### src/rtl/lbuf_readout_timing_pkg.sv
// Shared constants for the scan converter line-buffer read/write ends: output timing sets,
// sync polarity and line-buffer depth.
package lbuf_readout_timing_pkg;

  localparam int unsigned CntWidth = 11;

  // Shared with the writer so both ends agree on the ring size.
  localparam int unsigned NUM_LINE_BUFFERS = 40;

  localparam logic HI = 1'b1;
  localparam logic LO = 1'b0;

  typedef enum logic {
    ModeStd,
    ModeWide
  } out_mode_e;

  typedef struct packed {
    int unsigned h_total;
    int unsigned h_active;
    int unsigned h_synclen;
    int unsigned h_backporch;
    int unsigned v_total;
    int unsigned v_active;
    int unsigned v_synclen;
    int unsigned v_backporch;
    int unsigned h_mult;
    int unsigned v_mult;
  } timing_t;

  localparam timing_t TimingStd = '{
    h_total: 1650, h_active: 1152, h_synclen: 40, h_backporch: 284,
    v_total: 750,  v_active: 672,  v_synclen: 5,  v_backporch: 44,
    h_mult: 3, v_mult: 3
  };

  localparam timing_t TimingWide = '{
    h_total: 1650, h_active: 1280, h_synclen: 40, h_backporch: 220,
    v_total: 750,  v_active: 720,  v_synclen: 5,  v_backporch: 20,
    h_mult: 5, v_mult: 3
  };

  function automatic timing_t mode_timing(out_mode_e mode);
    return (mode == ModeWide) ? TimingWide : TimingStd;
  endfunction

  // Half-open window test: start <= cnt < start + len.
  function automatic logic in_window(logic [CntWidth-1:0] cnt, int unsigned start,
                                     int unsigned len);
    int unsigned c;
    c = {{(32 - CntWidth){1'b0}}, cnt};
    return (c >= start) && (c < start + len);
  endfunction

endpackage

### src/rtl/lbuf_readout_timing_repeat_ctr.sv
// Repeat-phase counter: phase counts 0..mult-1 and each phase wrap advances the line-buffer
// index, which itself wraps at Wrap.
module lbuf_readout_timing_repeat_ctr #(
  parameter int unsigned IdxWidth = 9,
  parameter int unsigned Wrap     = 512
) (
  input  logic                clk,
  input  logic                reset_n,
  input  logic                restart,
  input  logic                advance,
  input  logic [2:0]          mult,
  output logic [2:0]          phase,
  output logic [IdxWidth-1:0] idx
);

  localparam logic [IdxWidth-1:0] IdxLast = IdxWidth'(Wrap - 1);

  logic [2:0]          phase_q, phase_d;
  logic [IdxWidth-1:0] idx_q, idx_d;
  logic                carry;

  always_comb begin
    phase_d = phase_q;
    idx_d   = idx_q;
    carry   = advance && (phase_q == mult - 3'd1);
    if (restart) begin
      phase_d = '0;
      idx_d   = '0;
    end else if (carry) begin
      phase_d = '0;
      idx_d   = (idx_q == IdxLast) ? '0 : idx_q + 1'b1;
    end else if (advance) begin
      phase_d = phase_q + 3'd1;
    end
  end

  always_ff @(posedge clk or negedge reset_n) begin
    if (!reset_n) begin
      phase_q <= '0;
      idx_q   <= '0;
    end else begin
      phase_q <= phase_d;
      idx_q   <= idx_d;
    end
  end

  assign phase = phase_q;
  assign idx   = idx_q;

endmodule

### src/rtl/lbuf_readout_timing.sv
// Output raster generator for the scan converter read side: counters, line-buffer read
// addresses, repeat phases, registered syncs/DE and frame lock to the input field.
module lbuf_readout_timing
  import lbuf_readout_timing_pkg::*;
#(
  parameter int unsigned H_TOTAL     = TimingStd.h_total,
  parameter int unsigned H_ACTIVE    = TimingStd.h_active,
  parameter int unsigned H_SYNCLEN   = TimingStd.h_synclen,
  parameter int unsigned H_BACKPORCH = TimingStd.h_backporch,
  parameter int unsigned V_TOTAL     = TimingStd.v_total,
  parameter int unsigned V_ACTIVE    = TimingStd.v_active,
  parameter int unsigned V_SYNCLEN   = TimingStd.v_synclen,
  parameter int unsigned V_BACKPORCH = TimingStd.v_backporch,
  parameter int unsigned H_MULT      = TimingStd.h_mult,
  parameter int unsigned V_MULT      = TimingStd.v_mult,
  parameter int unsigned LBUF_LINES  = NUM_LINE_BUFFERS,
  parameter int unsigned V_LOCKLINE  = 0
) (
  input  logic        PCLK_in,
  input  logic        reset_n,
  input  logic        frame_start,
  input  logic        lock_en,
  output logic [10:0] hcnt_ext,
  output logic [10:0] vcnt_ext,
  output logic [8:0]  hcnt_ext_lbuf,
  output logic [5:0]  vcnt_ext_lbuf,
  output logic [2:0]  hctr_ext,
  output logic [2:0]  vctr_ext,
  output logic        HSYNC_ext,
  output logic        VSYNC_ext,
  output logic        DE_ext,
  output logic        locked
);

  localparam int unsigned HStart = H_SYNCLEN + H_BACKPORCH;
  localparam int unsigned VStart = V_SYNCLEN + V_BACKPORCH;

  localparam logic [CntWidth-1:0] HLast    = CntWidth'(H_TOTAL - 1);
  localparam logic [CntWidth-1:0] VLast    = CntWidth'(V_TOTAL - 1);
  localparam logic [CntWidth-1:0] HFirst   = CntWidth'(HStart);
  localparam logic [CntWidth-1:0] VFirst   = CntWidth'(VStart);
  localparam logic [CntWidth-1:0] HSyncEnd = CntWidth'(H_SYNCLEN);
  localparam logic [CntWidth-1:0] VSyncEnd = CntWidth'(V_SYNCLEN);
  localparam logic [CntWidth-1:0] VLock    = CntWidth'(V_LOCKLINE);
  localparam logic [2:0]          HMult    = 3'(H_MULT);
  localparam logic [2:0]          VMult    = 3'(V_MULT);

  localparam bit ParamsOk = (H_MULT >= 1) && (H_MULT <= 5) && (V_MULT >= 1) && (V_MULT <= 5) &&
                            (H_ACTIVE % H_MULT == 0) && (H_ACTIVE / H_MULT <= 511) &&
                            (LBUF_LINES >= 1) && (LBUF_LINES <= 64);

  logic [CntWidth-1:0] hcnt_q, hcnt_d;
  logic [CntWidth-1:0] vcnt_q, vcnt_d;
  logic [CntWidth-1:0] vcnt_inc;
  logic [7:0]          miss_q, miss_d;
  logic                pend_q, pend_d;
  logic                seen_q, seen_d;
  logic                locked_q, locked_d;
  logic                hsync_q, vsync_q, de_q;

  logic h_wrap, frame_wrap, fs_lock, apply, aligned, lost;
  logic h_act_q, v_act_q, h_act_d, v_act_d;
  logic h_restart, h_advance, v_restart, v_advance;

  always_ff @(posedge PCLK_in) begin
    assert (ParamsOk) else $error("lbuf_readout_timing: illegal H_MULT/H_ACTIVE/LBUF_LINES");
  end

  // Raster counters; a lock event only redirects vcnt, so every line keeps full length.
  always_comb begin
    h_wrap     = (hcnt_q == HLast);
    frame_wrap = h_wrap && (vcnt_q == VLast);
    vcnt_inc   = (vcnt_q == VLast) ? '0 : vcnt_q + 11'd1;
    fs_lock    = frame_start && lock_en;
    apply      = h_wrap && (pend_q || fs_lock);
    aligned    = (vcnt_inc == VLock);
    hcnt_d     = h_wrap ? '0 : hcnt_q + 11'd1;
    vcnt_d     = vcnt_q;
    if (h_wrap) begin
      vcnt_d = apply ? VLock : vcnt_inc;
    end
  end

  always_comb begin
    h_act_q   = in_window(hcnt_q, HStart, H_ACTIVE);
    v_act_q   = in_window(vcnt_q, VStart, V_ACTIVE);
    h_act_d   = in_window(hcnt_d, HStart, H_ACTIVE);
    v_act_d   = in_window(vcnt_d, VStart, V_ACTIVE);
    h_restart = !h_act_d || (hcnt_d == HFirst);
    h_advance = h_act_d;
    v_restart = h_wrap && (vcnt_d == VFirst);
    v_advance = h_wrap && v_act_d;
  end

  // Miss counter counts frame wraps since the last frame_start; a wrap on the same cycle as
  // frame_start still counts so the timeout is measured from the pulse itself.
  always_comb begin
    pend_d   = pend_q;
    seen_d   = seen_q;
    locked_d = locked_q;
    miss_d   = miss_q;
    lost     = frame_wrap && !frame_start && (miss_q >= 8'd2);

    if (frame_start) begin
      miss_d = frame_wrap ? 8'd1 : 8'd0;
    end else if (frame_wrap) begin
      miss_d = miss_q + 8'd1;
    end

    if (!lock_en) begin
      pend_d   = 1'b0;
      seen_d   = 1'b0;
      locked_d = 1'b0;
    end else if (apply) begin
      pend_d = 1'b0;
      if (aligned) begin
        seen_d   = 1'b1;
        locked_d = locked_q || seen_q;
      end else begin
        seen_d   = 1'b0;
        locked_d = 1'b0;
      end
    end else if (fs_lock) begin
      pend_d = 1'b1;
    end

    if (lost) begin
      seen_d   = 1'b0;
      locked_d = 1'b0;
    end
  end

  always_ff @(posedge PCLK_in or negedge reset_n) begin
    if (!reset_n) begin
      hcnt_q   <= '0;
      vcnt_q   <= '0;
      miss_q   <= '0;
      pend_q   <= 1'b0;
      seen_q   <= 1'b0;
      locked_q <= 1'b0;
      hsync_q  <= HI;
      vsync_q  <= HI;
      de_q     <= 1'b0;
    end else begin
      hcnt_q   <= hcnt_d;
      vcnt_q   <= vcnt_d;
      miss_q   <= miss_d;
      pend_q   <= pend_d;
      seen_q   <= seen_d;
      locked_q <= locked_d;
      // Stage 1: describes the counter values of the previous cycle.
      hsync_q  <= (hcnt_q < HSyncEnd) ? LO : HI;
      vsync_q  <= (vcnt_q < VSyncEnd) ? LO : HI;
      de_q     <= h_act_q && v_act_q;
    end
  end

  lbuf_readout_timing_repeat_ctr #(
    .IdxWidth (9),
    .Wrap     (512)
  ) u_h_rep (
    .clk     (PCLK_in),
    .reset_n (reset_n),
    .restart (h_restart),
    .advance (h_advance),
    .mult    (HMult),
    .phase   (hctr_ext),
    .idx     (hcnt_ext_lbuf)
  );

  lbuf_readout_timing_repeat_ctr #(
    .IdxWidth (6),
    .Wrap     (LBUF_LINES)
  ) u_v_rep (
    .clk     (PCLK_in),
    .reset_n (reset_n),
    .restart (v_restart),
    .advance (v_advance),
    .mult    (VMult),
    .phase   (vctr_ext),
    .idx     (vcnt_ext_lbuf)
  );

  assign hcnt_ext  = hcnt_q;
  assign vcnt_ext  = vcnt_q;
  assign HSYNC_ext = hsync_q;
  assign VSYNC_ext = vsync_q;
  assign DE_ext    = de_q;
  assign locked    = locked_q;

endmodule

### config.mk
export PLATFORM = sky130hd
export DESIGN_NAME = lbuf_readout_timing
export DESIGN_NICKNAME = d
export VERILOG_FILES = /design/src/rtl/lbuf_readout_timing_pkg.sv /design/src/rtl/lbuf_readout_timing_repeat_ctr.sv /design/src/rtl/lbuf_readout_timing.sv
export SDC_FILE = /design/constraint.sdc
export NUM_CORES = 1
export LEC_CHECK = 0
export BUFFER_PORTS_ARGS = -buffer_cell sky130_fd_sc_hd__clkbuf_2
export CAP_MARGIN = 25
export CORE_MARGIN = 4
export CORE_UTILIZATION = 37
export CTS_CLUSTER_DIAMETER = 60
export DETAILED_ROUTE_END_ITERATION = 10
export MAX_ROUTING_LAYER = met4
export PLACE_DENSITY = 0.56
export SYNTH_ARGS = -nofsm -noshare
export SYNTH_HDL_FRONTEND = slang
export SYNTH_SLANG_ARGS = --single-unit
### constraint.sdc
create_clock -name PCLK_in -period 3.95 [get_ports PCLK_in]
set_clock_uncertainty 0.1 [all_clocks]
set_input_delay 0 -clock PCLK_in [delete_from_list [all_inputs] [get_ports PCLK_in]]
set_output_delay 0 -clock PCLK_in [all_outputs]
set_load 0.01 [all_outputs]
==> out/metrics.cfg <==
[setup_path]
arrival_ns = 3.75
end_kind = flip-flop
cpPeakStageDelay_ns = 0.66
cp.buffers_inverters = 1
startpoint_type = flip-flop
cp_slowest_cell = or4_4
required_ns = 4.12
critPathMostFrequentCell = or4_4
crit_fanout = 20
crit_type = reg2reg
critical_path.top_delay_family = simple AND/OR/NAND/NOR gates
crit_chain = or3b_4, or4_4, or4_4, nand3_2, o31a_4, a311oi_4, buf_4, or4b_1, a21oi_1

[timing]
setup_ws_ns = 0.366
worst_pin_slew_ns = 0.831
min_period_over_period = 0.907
fmax_mhz = 279
setup_viol = 0
holdWs_ns = 0.140
hold_viol_final = 0
rsz0062_at_grt = no
maxSlewViolCount = 0
maxSlewHeadroom = 0.445
post-route-min-period_ns = 3.58
setup_tns_ns = 0

[synth]
synth_flop_cell = dfrtp_1
yosys-top-cells-area = dfrtp_1 (37%), ha_1 (4.7%), nor2_1 (4.3%), o21ai_0 (3.7%), a21oi_1 (3.5%)
async_flop_share = 1.00
synth_cell_types = 63
ys_ff_latch = 57
syn_avg_cell_area_um2 = 8.85
ys_warn_count = 0
synth_area_mm2 = 0.00369
yosysTopAreaCellShare = 0.373
synth_edf_count = 0
synthCells = 417
synth_nets = 435
netlist.top_cell.by_area = dfrtp_1
ys_seq_area_frac = 0.387

[global_route]
grt_start_max_net_pins = 30
globalRouteOverflowTotal = 0
grt.busiest_layer = met2
grtUsageTotal = 0.178
gr-usage-met3 = 0.0360
grt_pass1_vias = 3202
globalRouteMet1Util = 0.246
antenna_found_initial = 0
grt_pass1_wl_um = 16100
use_met2 = 0.256

[clocking]
h-tree-depth = 3
cts_root_buffer = clkbuf_8
post_cts_buffers = 0
path_clk_slew_ns = 0.08
cts_buffers = 9
cts_tree = built
clock_path_buffers = 2
clkLatencyLatePin_ns = 0.34
cts_sinks = 57

[routing]
drc = 0
wl_um = 9530
dr.pass1.iters = 4
dr.first_iter.drc_count = 252
wl_per_cell_um = 15.7
vias = 3403
antenna_left = 0
viasPerCell = 5.61

[place]
portBuffers = 50
dp_hpwl_um = 6820
post-place-ws_ns = 0.406
dpl.cell_count = 588
place.gp.congestion = 0.902

[pwr]
ir_worst_vdd_v = 0.000181
p_per_area_mw_per_mm2 = 287
leakagePower_nw = 1.90

[floorplanning]
fp-row-count = 36
die_area_mm2 = 0.0116
io_pins = 51
fp.dieW_um = 108
fp.coreArea_mm2 = 0.00973
die_h_um = 108
start_util = 0.379

[cells_and_area]
final_cell_mix = dfrtp_1 (55), clkbuf_2 (50), nor2_1 (42), nand2_1 (30), o21ai_0 (27)
diodes = 0
layout_commonest_cell = dfrtp_1
drive_above_1_share = 0.203
area_delta_synth_final_pct = 17.7
fin_nets = 487
final_cells = 607

[min_path]
hold_class = in2async

[run]
cap_violations = 0

[outcome]
status = completed

final cells by class:
class	instances	area, um2
flip-flops and latches	57	1430
repair buffers	66	378
clock inverters	7	103
inverters	14	52.6
well taps	133	166
fillers	984	5390
multi-input cells	321	2090
clock buffers	9	124
Yosys cell counts (all sizes together), types with 2 or more instances:
| cell | n |
|---|---|
| dfrtp | 55 |
| nor2 | 43 |
| nand2 | 30 |
| o21ai | 28 |
| a21oi | 26 |
| nand3 | 23 |
| clkbuf | 15 |
| nor3 | 15 |
| ha | 14 |
| inv | 14 |
| xnor2 | 12 |
| xor2 | 12 |
| o31ai | 11 |
| buf | 10 |
| and3 | 8 |
| nor4 | 8 |
| a211oi | 7 |
| nand2b | 7 |
| nand4 | 7 |
| a31oi | 5 |
| and4 | 5 |
| or4 | 5 |
| a22o | 4 |
| and2 | 4 |
| o31a | 4 |
| or4b | 4 |
| a21o | 3 |
| mux2 | 3 |
| nand4b | 3 |
| nor2b | 3 |
| or3 | 3 |
| a211o | 2 |
| a22oi | 2 |
| dfstp | 2 |
| nand4bb | 2 |
| nor3b | 2 |
| o21bai | 2 |
worst reg2reg max path, delay by kind of cell (launching register included):
family          cells  cell delay, ns
buf+inv             1            0.21
simple gates        5            2.30
flops               1            0.47
compound gates      3            0.42
per-stage QoR:
stage / util / instance area [um2] / power [W]
floorplan: - / 3690 / 0.000608
finish: 0.446 / 4340 / 0.00125
CTS: 0.446 / 4340 / 0.00127
detailed placement: 0.420 / 4080 / 0.000628
global route: 0.446 / 4340 / 0.00130
global placement: 0.420 / 4080 / 0.000628
state kept, by name, indices dropped and copies added, names as in the netlist:
name / flops
DE_ext: 1
HSYNC_ext: 1
VSYNC_ext: 1
hcnt_ext: 11
locked: 1
miss_q: 8
pend_q: 1
seen_q: 1
u_h_rep.idx: 9
u_h_rep.phase: 3
u_v_rep.idx: 6
u_v_rep.phase: 3
vcnt_ext: 11
cell families (layout without fill, tap and decap cells):
family,Yosys count,after routing,share of synthesized area
xor+xnor,24,24,0.0570
compound gates,103,103,0.189
buf+inv,39,96,0.0465
mux,3,3,0.0112
fa+ha+maj,14,14,0.0475
simple gates,177,177,0.262
flops,57,57,0.387
metal layers:
| metal | vias up | routed length [um] |
|---|---|---|
| li1 | 1624 | - |
| met1 | 1641 | 4440 |
| met2 | 116 | 4330 |
| met3 | 22 | 548 |
| met4 | 0 | 208 |
| met5 | - | 0 |
timing repair:
action | CTS | global route
resized for setup | 0 | 0
endpoints found under the hold margin | 35 | 0
hold buffers | 3 | 0
where the power goes:
| group | internal [W] | switching (W) | leakage [nW] |
|---|---|---|---|
| Clock | 0.000360 | 0.000269 | 0.110 |
| Combinational | 0.00000921 | 0.0000245 | 1.04 |
| Sequential | 0.000584 | 0.000000613 | 0.753 |
| Total | 0.000953 | 0.000294 | 1.90 |
worst paths after layout:
check	from	cells after the start	slack, ns	end
max	hcnt_ext[3]$_DFF_PN0_	9	0.37	u_v_rep.idx[0]$_DFFE_PN0P_
min	reset_n	2	0.14	u_h_rep.idx[6]$_DFFE_PN0P_
max reg2reg	hcnt_ext[3]$_DFF_PN0_	9	0.37	u_v_rep.idx[0]$_DFFE_PN0P_
min reg2reg	u_h_rep.phase[0]$_DFFE_PN0P_	1	0.41	u_h_rep.phase[0]$_DFFE_PN0P_
max in group asynchronous	reset_n	3	2.73	miss_q[7]$_DFFE_PN0P_
min in group PCLK_in	u_h_rep.phase[0]$_DFFE_PN0P_	1	0.41	u_h_rep.phase[0]$_DFFE_PN0P_
Note: power is estimated with default switching activity, not from simulation.
